### config.mk
export PLATFORM = sky130hd
export DESIGN_NAME = fetch_stage
export DESIGN_NICKNAME = d
export VERILOG_FILES = /design/src/rtl/fetch_stage_pkg.sv /design/src/rtl/fetch_stage_cla32.sv /design/src/rtl/fetch_stage_hold_buffer.sv /design/src/rtl/fetch_stage.sv
export SDC_FILE = /design/constraint.sdc
export NUM_CORES = 1
export LEC_CHECK = 0
export BUFFER_PORTS_ARGS = -buffer_cell sky130_fd_sc_hd__buf_4
export CAP_MARGIN = 30
export CORE_MARGIN = 2
export CORE_UTILIZATION = 59
export CTS_CLUSTER_DIAMETER = 60
export DETAILED_ROUTE_END_ITERATION = 8
export PLACE_DENSITY = 0.89
export SLEW_MARGIN = 20
export SYNTH_ARGS = -nofsm -noshare
export SYNTH_HDL_FRONTEND = slang
export SYNTH_SLANG_ARGS = --single-unit
### constraint.sdc
create_clock -name clock -period 6 [get_ports clock]
set_input_delay 0.9 -clock clock [delete_from_list [all_inputs] [get_ports clock]]
set_output_delay 0.9 -clock clock [all_outputs]
set_load 0.05 [all_outputs]
### src/rtl/fetch_stage_pkg.sv
// Shared definitions for the fetch stage: NOP encoding, FSM state
// encodings and the default reset PC.
package fetch_stage_pkg;

  localparam logic [31:0] NOP          = 32'b0;
  localparam logic [31:0] RESET_PC_DEF = 32'd0;

  typedef enum logic [1:0] {
    ST_IDLE  = 2'd0,
    ST_FETCH = 2'd1,
    ST_HOLD  = 2'd2,
    ST_DROP  = 2'd3
  } fetch_state_e;

endpackage

### src/rtl/fetch_stage_cla32.sv
// 32-bit carry-lookahead adder built from eight 4-bit lookahead groups
// chained through a group-level carry.
module cla32 (
  input  logic [31:0] a,
  input  logic [31:0] b,
  input  logic        cin,
  output logic [31:0] sum
);

  logic [31:0] g;
  logic [31:0] p;

  assign g = a & b;
  assign p = a ^ b;

  // Group generate/propagate, group carries, then per-bit carries and sum
  always_comb begin
    logic [7:0]  gg;
    logic [7:0]  pg;
    logic [8:0]  gc;
    logic [31:0] c;
    gg    = '0;
    pg    = '0;
    gc    = '0;
    c     = '0;
    sum   = '0;
    gc[0] = cin;
    for (int k = 0; k < 8; k++) begin
      gg[k] = g[4*k+3]
            | (p[4*k+3] & g[4*k+2])
            | (p[4*k+3] & p[4*k+2] & g[4*k+1])
            | (p[4*k+3] & p[4*k+2] & p[4*k+1] & g[4*k]);
      pg[k] = &p[4*k +: 4];
      gc[k+1] = gg[k] | (pg[k] & gc[k]);
    end
    for (int k = 0; k < 8; k++) begin
      c[4*k]   = gc[k];
      c[4*k+1] = g[4*k] | (p[4*k] & gc[k]);
      c[4*k+2] = g[4*k+1] | (p[4*k+1] & g[4*k]) | (p[4*k+1] & p[4*k] & gc[k]);
      c[4*k+3] = g[4*k+2] | (p[4*k+2] & g[4*k+1]) | (p[4*k+2] & p[4*k+1] & g[4*k])
               | (p[4*k+2] & p[4*k+1] & p[4*k] & gc[k]);
    end
    sum = p ^ c;
  end

endmodule

### src/rtl/fetch_stage_hold_buffer.sv
// One-entry skid register that captures a fetched instruction while the
// decode side is stalled, so no returned word is ever lost to a stall.
module fetch_hold_buffer (
  input  logic        clock,
  input  logic        reset,
  input  logic        load,
  input  logic        clear,
  input  logic [31:0] ir_in,
  input  logic [31:0] pc_in,
  output logic [31:0] hold_ir,
  output logic [31:0] hold_pc
);

  // Capture on load; a flush (clear) discards the held entry
  always_ff @(posedge clock) begin
    if (!reset || clear) begin
      hold_ir <= '0;
      hold_pc <= '0;
    end else if (load) begin
      hold_ir <= ir_in;
      hold_pc <= pc_in;
    end
  end

endmodule

### src/rtl/fetch_stage.sv
// Fetch stage: owns the PC, issues word-addressed instruction memory
// requests over req/ack, fills the F/D latch and honours execute-stage
// redirects by flushing F/D and dropping any outstanding fetch.
module fetch_stage
  import fetch_stage_pkg::*;
#(
  parameter int          ADDR_W   = 12,
  parameter logic [31:0] RESET_PC = RESET_PC_DEF
) (
  input  logic              clock,
  input  logic              reset,
  input  logic              redirect,
  input  logic [31:0]       redirect_pc,
  input  logic              stall,
  output logic              imem_req,
  output logic [ADDR_W-1:0] imem_addr,
  input  logic              imem_ack,
  input  logic [31:0]       imem_rdata,
  output logic [31:0]       pc_next_def,
  output logic [31:0]       fd_pc_out,
  output logic [31:0]       fd_ir_out,
  output logic              fd_valid
);

  fetch_state_e      state_p0;
  logic [31:0]       pc_p0;
  logic [31:0]       pc_inc;
  logic              req_p0;
  logic [ADDR_W-1:0] drop_addr_p0;
  logic [31:0]       fd_ir_p1;
  logic [31:0]       fd_pc_p1;
  logic              vld_p1;
  logic [31:0]       hold_ir;
  logic [31:0]       hold_pc;
  logic              hold_load;
  logic              hold_clear;

  // Single shared incrementer: pc + 1 feeds both pc_next_def and F/D pc
  cla32 u_pc_inc (
    .a   (pc_p0),
    .b   (32'd0),
    .cin (1'b1),
    .sum (pc_inc)
  );

  // Word returned while decode is stalled goes to the skid entry
  assign hold_load  = (state_p0 == ST_FETCH) && imem_ack && stall && !redirect;
  assign hold_clear = redirect && (state_p0 != ST_IDLE);

  fetch_hold_buffer u_hold (
    .clock   (clock),
    .reset   (reset),
    .load    (hold_load),
    .clear   (hold_clear),
    .ir_in   (imem_rdata),
    .pc_in   (pc_inc),
    .hold_ir (hold_ir),
    .hold_pc (hold_pc)
  );

  assign pc_next_def = pc_inc;
  assign imem_req    = req_p0;
  // While dropping, keep presenting the abandoned address until memory acks it
  assign imem_addr   = (state_p0 == ST_DROP) ? drop_addr_p0 : pc_p0[ADDR_W-1:0];
  assign fd_ir_out   = fd_ir_p1;
  assign fd_pc_out   = fd_pc_p1;
  assign fd_valid    = vld_p1;

  // Fetch FSM with PC, F/D latch and registered request
  always_ff @(posedge clock) begin
    if (!reset) begin
      state_p0     <= ST_IDLE;
      req_p0       <= 1'b0;
      pc_p0        <= RESET_PC;
      drop_addr_p0 <= '0;
      fd_ir_p1     <= NOP;
      fd_pc_p1     <= '0;
      vld_p1       <= 1'b0;
    end else if (state_p0 == ST_IDLE) begin
      state_p0 <= ST_FETCH;
      req_p0   <= 1'b1;
      if (redirect) pc_p0 <= redirect_pc;
    end else if (redirect) begin
      // Flush wins over stall and ack; fd_pc is left as it was
      fd_ir_p1 <= NOP;
      vld_p1   <= 1'b0;
      pc_p0    <= redirect_pc;
      req_p0   <= 1'b1;
      if (state_p0 == ST_FETCH && !imem_ack) begin
        state_p0     <= ST_DROP;
        drop_addr_p0 <= pc_p0[ADDR_W-1:0];
      end else if (state_p0 == ST_DROP) begin
        state_p0 <= ST_DROP;
      end else begin
        state_p0 <= ST_FETCH;
      end
    end else if (state_p0 == ST_FETCH) begin
      if (imem_ack) begin
        pc_p0 <= pc_inc;
        if (stall) begin
          state_p0 <= ST_HOLD;
          req_p0   <= 1'b0;
        end else begin
          fd_ir_p1 <= imem_rdata;
          fd_pc_p1 <= pc_inc;
          vld_p1   <= 1'b1;
        end
      end
    end else if (state_p0 == ST_HOLD) begin
      if (!stall) begin
        fd_ir_p1 <= hold_ir;
        fd_pc_p1 <= hold_pc;
        vld_p1   <= 1'b1;
        state_p0 <= ST_FETCH;
        req_p0   <= 1'b1;
      end
    end else begin
      // Dropping: the stale word is discarded, then fetch resumes at pc
      if (imem_ack) state_p0 <= ST_FETCH;
    end
  end

endmodule

==> results.py, run 1 <==
metrics = {
    "synthesis": {
        "ys.flop_type": "dfxtp_1",
        "synthArstFlopShare_pct": 0,
        "ys_warn_count": 0,
        "synth_top_area_share_pct": 42.33,
        "synth.largest_area_cell": "dfxtp_1",
        "syn_nets": 1111,
        "postSynthAreaPerCell_sq_um": 8.066,
        "synthTopCellsByArea": "dfxtp_1 42%, nand2_1 8.3%, a21oi_1 7.2%",
        "synth_seq_cells": 176,
        "synth-edff-count": 0,
        "ys_seq_area_share_pct": 42.33,
        "syn_area_sq_mm": 0.008324,
        "postSynthCellCount": 1032,
        "synth.distinct_cells": 54,
    },
    "critical_path": {
        "end_kind": "primary output",
        "critPathMaxStageDelay_ns": 0.92,
        "start_kind": "flip-flop",
        "crit_arrival_ns": 3.23,
        "critPathKind": "reg -> out",
        "r2r_slack_ns": 2.44,
        "crit_fanout": 18,
        "cp_slowest_cell": "or4_1",
        "cp.required_ns": 5.10,
        "path_cells": "ha_1, nand3_2, or4_1, nor4_1, or2_2, buf_4",
    },
    "clock_network": {
        "clkLatencyLatePin_ns": 0.44,
        "cts_buffer_depth": 2,
        "cts_hold_buffers": 0,
        "cts_resized": 0,
        "numCtsBuffers": 17,
        "cts.sinks": 176,
        "clockRootBuffer": "clkbuf_16",
        "htree_levels": 4,
        "tritoncts": "done",
        "postCtsSetupBuffers": 0,
        "clk_pin_slew_ns": 0.07,
    },
    "sta": {
        "layout_setup_ws_ns": 1.874,
        "maxSlewViolCount": 0,
        "skew_ns": 0.005374,
        "post-route-period-util_pct": 68.76,
        "period_needed_ns": 4.126,
        "slew-limit-headroom_pct": 34.83,
        "holdWs_ns": 0.4498,
        "hold_violations": 0,
        "worst_slew_pin_slew_ns": 0.9775,
        "rsz0062_at_grt": "no",
        "fmax_mhz": 242.4,
        "setup_violations": 0,
        "setup-tns-final_ns": 0,
    },
    "cells_and_area": {
        "final_common_cell": "buf_4",
        "syn_to_final_growth_pct": 22.56,
        "num-nets-final": 1226,
        "num_antenna_cells": 0,
        "nFillCells": 1029,
        "mostFrequentLayoutCells": "184 x buf_4, 183 x nand2_1, 176 x dfxtp_1",
        "drive_above_1_share_pct": 21.64,
    },
    "power": {
        "p_total_uw": 2760,
        "max-vdd-ir-drop_v": 0.0002295,
        "power-per-cell-area_mw_per_mm2": 270.5,
        "p_leak_uw": 0.004034,
    },
    "floorplanning": {
        "core_sq_mm": 0.01383,
        "fp.dieArea_sq_mm": 0.01507,
        "io_pins": 179,
        "num_rows": 43,
        "die_x_um": 122.8,
        "initial_core_util_pct": 60.20,
        "dieHeight_um": 122.8,
    },
    "route": {
        "num_vias": 8181,
        "via_per_inst": 6.105,
        "drc": 0,
        "wl_per_cell_um": 17.79,
        "postRouteAntennaNets": 0,
        "firstDrtPassIters": 6,
        "drt_iter0_markers": 1041,
        "drt-total-wl_um": 23840,
    },
    "place": {
        "place_hpwl_um": 15570,
        "place_congestion": 0.9027,
        "port-buffer-count": 178,
        "dp_slack_ns": 2.415,
    },
    "global_routing": {
        "antenna_found_initial": 0,
        "grt_pass1_vias": 7490,
        "grt_overflow": 0,
        "track_usage_pct": 31.38,
        "grt_max_degree": 81,
        "grt_pass1_wl_um": 36870,
    },
    "outcome": {
        "status": "complete, no violations",
    },
    "flow_run": {
        "cap_viol_max_count": 0,
    },
    "hold_path": {
        "hold_class": "reg -> reg",
    },
}
final timing paths:
kind | startpoint | depth (start not counted) | to
hold reg to reg | fd_ir_out[6]$_SDFFE_PN0P_ | 2 | fd_ir_out[6]$_SDFFE_PN0P_
setup reg to reg | state_p0[1]$_SDFFE_PP0P_ | 7 | u_hold.hold_pc[3]$_SDFFE_PP0P_
setup / recovery | pc_p0[0]$_SDFFE_PN0P_ | 6 | pc_next_def[20]
hold / removal | fd_ir_out[6]$_SDFFE_PN0P_ | 2 | fd_ir_out[6]$_SDFFE_PN0P_
cells in the mapped netlist, types with 2 or more instances:
cell type,instances
clkbuf_1,71
nand3_2,2
o221a_2,2
a22oi_1,2
buf_1,6
a211o_1,2
nor3_1,16
o21ai_0,43
o211a_1,2
and2_1,2
o211ai_1,13
or3_1,40
nor4_2,3
a311oi_1,8
a221o_1,2
o21a_1,4
a211oi_1,18
and3_1,10
dfxtp_1,176
and4_1,2
nand3_1,29
xor2_1,15
a21oi_1,119
nand2_1,184
nand4_1,15
nor4_1,8
ha_1,10
nor2_1,62
or2_2,5
xnor2_1,22
nand2b_1,4
nor4_4,2
mux2_2,12
a31oi_1,9
inv_1,29
or4_1,5
o22ai_1,6
o31a_1,4
mux2i_1,43
buf_2,11
area by class of cell:
class                   count  area, sq um  area share [%]
multi-input cells         737         4353           42.67
flip-flops and latches    176         3523           34.54
repair buffers            186         1436           14.08
clock buffers              23        498.0           4.881
inverters                  29        108.9           1.067
well taps                 180        225.2           2.208
clock inverters             9        57.56          0.5641
critical path, delay by kind of cell (launching register included):
family / cells / cell delay [ns]
adder cells (fa/ha/maj): 1 / 0.26
AND/OR/NAND/NOR: 4 / 1.92
buffers and inverters: 1 / 0.19
flip-flops: 1 / 0.41
per-layer routing:
metal / wire, um / vias to the layer above / GRT usage (%)
met5: 0 / - / 0
met4: 902 / 0 / 16.67
met3: 2063 / 72 / 6.970
met2: 11440 / 429 / 49.97
met1: 9427 / 3854 / 39.64
li1: - / 3826 / -
cell families after synthesis:
logic type	after synthesis	synth area share (%)
buffers and inverters	119	5.667
adder cells (fa/ha/maj)	10	1.503
flip-flops	176	42.33
multiplexers	55	6.794
AND/OR/NAND/NOR	395	22.80
AO/OA/AOI/OAI	240	17.01
XOR/XNOR	37	3.893
power breakdown:
| part | leakage [uW] | internal (uW) | switching (uW) |
|---|---|---|---|
| clock | 0.000275 | 582 | 460 |
| combinational | 0.00233 | 160 | 312 |
| sequential | 0.00143 | 1200 | 42.4 |
| total | 0.00403 | 1950 | 814 |
flip-flops by register name (all words and copies together), names as in the netlist:
name / cells
drop_addr_p0: 12
fd_ir_out: 32
fd_pc_out: 32
fd_valid: 1
imem_req: 1
pc_p0: 32
state_p0: 2
u_hold.hold_ir: 32
u_hold.hold_pc: 32
per-stage QoR:
step | cells | instance area (sq um) | util (%)
after floorplan | 1032 | 8324 | -
after global placement | 1305 | 9584 | 69.32
after detailed placement | 1307 | 9639 | 69.71
after CTS | 1339 | 10190 | 73.73
after global routing | 1340 | 10200 | 73.79
final | 1340 | 10200 | 73.79
(Power assumes the default switching activity.)
==> run 2: changes to the inputs <==
--- a/config.mk
+++ b/config.mk
@@ -8,10 +8,10 @@
 export BUFFER_PORTS_ARGS = -buffer_cell sky130_fd_sc_hd__buf_4
 export CAP_MARGIN = 30
 export CORE_MARGIN = 2
-export CORE_UTILIZATION = 59
+export CORE_UTILIZATION = 49
 export CTS_CLUSTER_DIAMETER = 60
 export DETAILED_ROUTE_END_ITERATION = 8
-export PLACE_DENSITY = 0.89
+export PLACE_DENSITY = 0.8
 export SLEW_MARGIN = 20
 export SYNTH_ARGS = -nofsm -noshare
 export SYNTH_HDL_FRONTEND = slang
==> constraint.sdc (replaced) <==
create_clock -name clock -period 3.55 [get_ports clock]
set_input_delay 0.5325 -clock clock [delete_from_list [all_inputs] [get_ports clock]]
set_output_delay 0.5325 -clock clock [all_outputs]
set_load 0.05 [all_outputs]
==> results.py, run 2 (synthesis gave the netlist of run 1 again) <==
metrics = {
    "critical_path": {
        "r2r_slack_ns": 0.84,
        "critPathKind": "reg -> out",
        "crit_fanout": 18,
        "end_kind": "primary output",
        "crit_family": "simple AND/OR/NAND/NOR gates",
        "cp.required_ns": 3.02,
        "crit_buf_inv": 3,
        "path_cells": "ha_2, nand3_2, or4_1, buf_4, nor4_4, xnor2_1, inv_1, buf_4",
        "critPathMaxStageDelay_ns": 0.56,
        "start_kind": "flip-flop",
        "cp_common_cell": "buf_4",
        "cp_slowest_cell": "or4_1",
        "crit_arrival_ns": 2.91,
    },
    "sta": {
        "rsz0062_at_grt": "no",
        "skew_ns": 0.01076,
        "slew-limit-headroom_pct": 36.71,
        "hold_violations": 0,
        "worst_slew_pin_slew_ns": 0.9458,
        "fmax_mhz": 290.8,
        "setup_violations": 0,
        "post-route-period-util_pct": 96.87,
        "holdWs_ns": 0.3499,
        "setup-tns-final_ns": 0,
        "period_needed_ns": 3.439,
        "maxSlewViolCount": 0,
    },
    "floorplanning": {
        "num_rows": 47,
        "dieHeight_um": 134.3,
        "fp.dieArea_sq_mm": 0.01805,
        "die_x_um": 134.3,
        "initial_core_util_pct": 50.20,
        "core_sq_mm": 0.01658,
        "io_pins": 179,
    },
    "cells_and_area": {
        "drive_above_1_share_pct": 22.48,
        "final_cells": 1390,
        "multi_input_area_sq_mm": 0.004382,
        "seqCellArea_sq_mm": 0.003523,
        "syn_to_final_growth_pct": 25.33,
        "final_common_cell": "buf_4",
        "num-nets-final": 1236,
        "num_antenna_cells": 0,
        "nFillCells": 1451,
        "fin_util_pct": 62.91,
        "mostFrequentLayoutCells": "194 x buf_4, 183 x nand2_1, 176 x dfxtp_1",
    },
    "global_routing": {
        "grt_pass1_wl_um": 39290,
        "grt_overflow": 0,
        "track_usage_pct": 27.37,
        "grt_pass1_vias": 7455,
        "grt_max_degree": 75,
        "antenna_found_initial": 0,
    },
    "clock_network": {
        "cts.sinks": 176,
        "clk_pin_slew_ns": 0.07,
        "clkLatencyLatePin_ns": 0.43,
        "cts_resized": 0,
        "htree_levels": 4,
        "clockRootBuffer": "clkbuf_16",
        "numCtsBuffers": 17,
        "cts_buffer_depth": 2,
        "tritoncts": "done",
        "postCtsSetupBuffers": 0,
        "cts_hold_buffers": 0,
    },
    "outcome": {
        "status": "complete, no violations",
    },
    "route": {
        "firstDrtPassIters": 5,
        "drc": 0,
        "wl_per_cell_um": 17.88,
        "postRouteAntennaNets": 0,
        "via_per_inst": 5.748,
        "drt-total-wl_um": 24850,
        "num_vias": 7990,
        "drt_iter0_markers": 791,
    },
    "flow_run": {
        "cap_viol_max_count": 0,
    },
    "place": {
        "place_congestion": 0.9152,
        "placedCellCount": 1357,
        "place_hpwl_um": 16590,
        "port-buffer-count": 178,
    },
    "power": {
        "power-per-cell-area_mw_per_mm2": 476.8,
        "max-vdd-ir-drop_v": 0.0003653,
        "p_leak_uw": 0.004131,
    },
    "hold_path": {
        "hold_class": "in -> reg",
    },
}
run 2: layout make-up:
| class | count | share of cell area (%) |
|---|---|---|
| multi-input cells | 737 | 42.00 |
| clock buffers | 22 | 4.450 |
| clock inverters | 10 | 1.751 |
| repair buffers | 196 | 14.34 |
| flip-flops and latches | 176 | 33.77 |
| well taps | 220 | 2.639 |
| inverters | 29 | 1.043 |
run 2: metrics by stage:
step                setup slack, ns  power (uW)  instance area [sq um]
finish                       0.1110        4974                  10430
global route                0.01683        5127                  10430
CTS                         0.03767        4979                  10380
detailed placement           0.5237        2940                   9737
global placement             0.6200        2931                   9737
floorplan                    0.4750        2667                   8324
run 2: final timing paths:
| check | to | start | cells past startpoint |
|---|---|---|---|
| hold / removal | u_hold.hold_ir[26]$_SDFFE_PP0P_ | imem_rdata[26] | 3 |
| setup / recovery | pc_next_def[24] | pc_p0[0]$_SDFFE_PN0P_ | 8 |
| hold reg to reg | fd_pc_out[9]$_SDFFE_PN0P_ | fd_pc_out[9]$_SDFFE_PN0P_ | 2 |
| setup reg to reg | fd_pc_out[31]$_SDFFE_PN0P_ | state_p0[0]$_SDFFE_PN0P_ | 8 |
run 2: worst register-to-register path, delay by kind of cell (launching register included):
| family | cells | cell delay, ns |
|---|---|---|
| DFF | 1 | 0.45 |
| AOI/OAI and AO/OA | 1 | 0.13 |
| adders and majority gates | 1 | 0.37 |
| buffers and inverters | 2 | 0.43 |
| and+or+nand+nor | 4 | 1.28 |
run 2: per-layer routing:
layer  part of all wire [%]  vias up  global-route usage, %
met5                      0        -                      0
met4                    2.9        0                  9.942
met3                    7.1       62                  5.896
met2                     48      338                  45.15
met1                     42     3748                  35.31
li1                       -     3842                      -
run 2: report_power, final:
group          switching, uW  internal, uW
clock network            774          1290
registers               68.2          2040
logic                    537           273
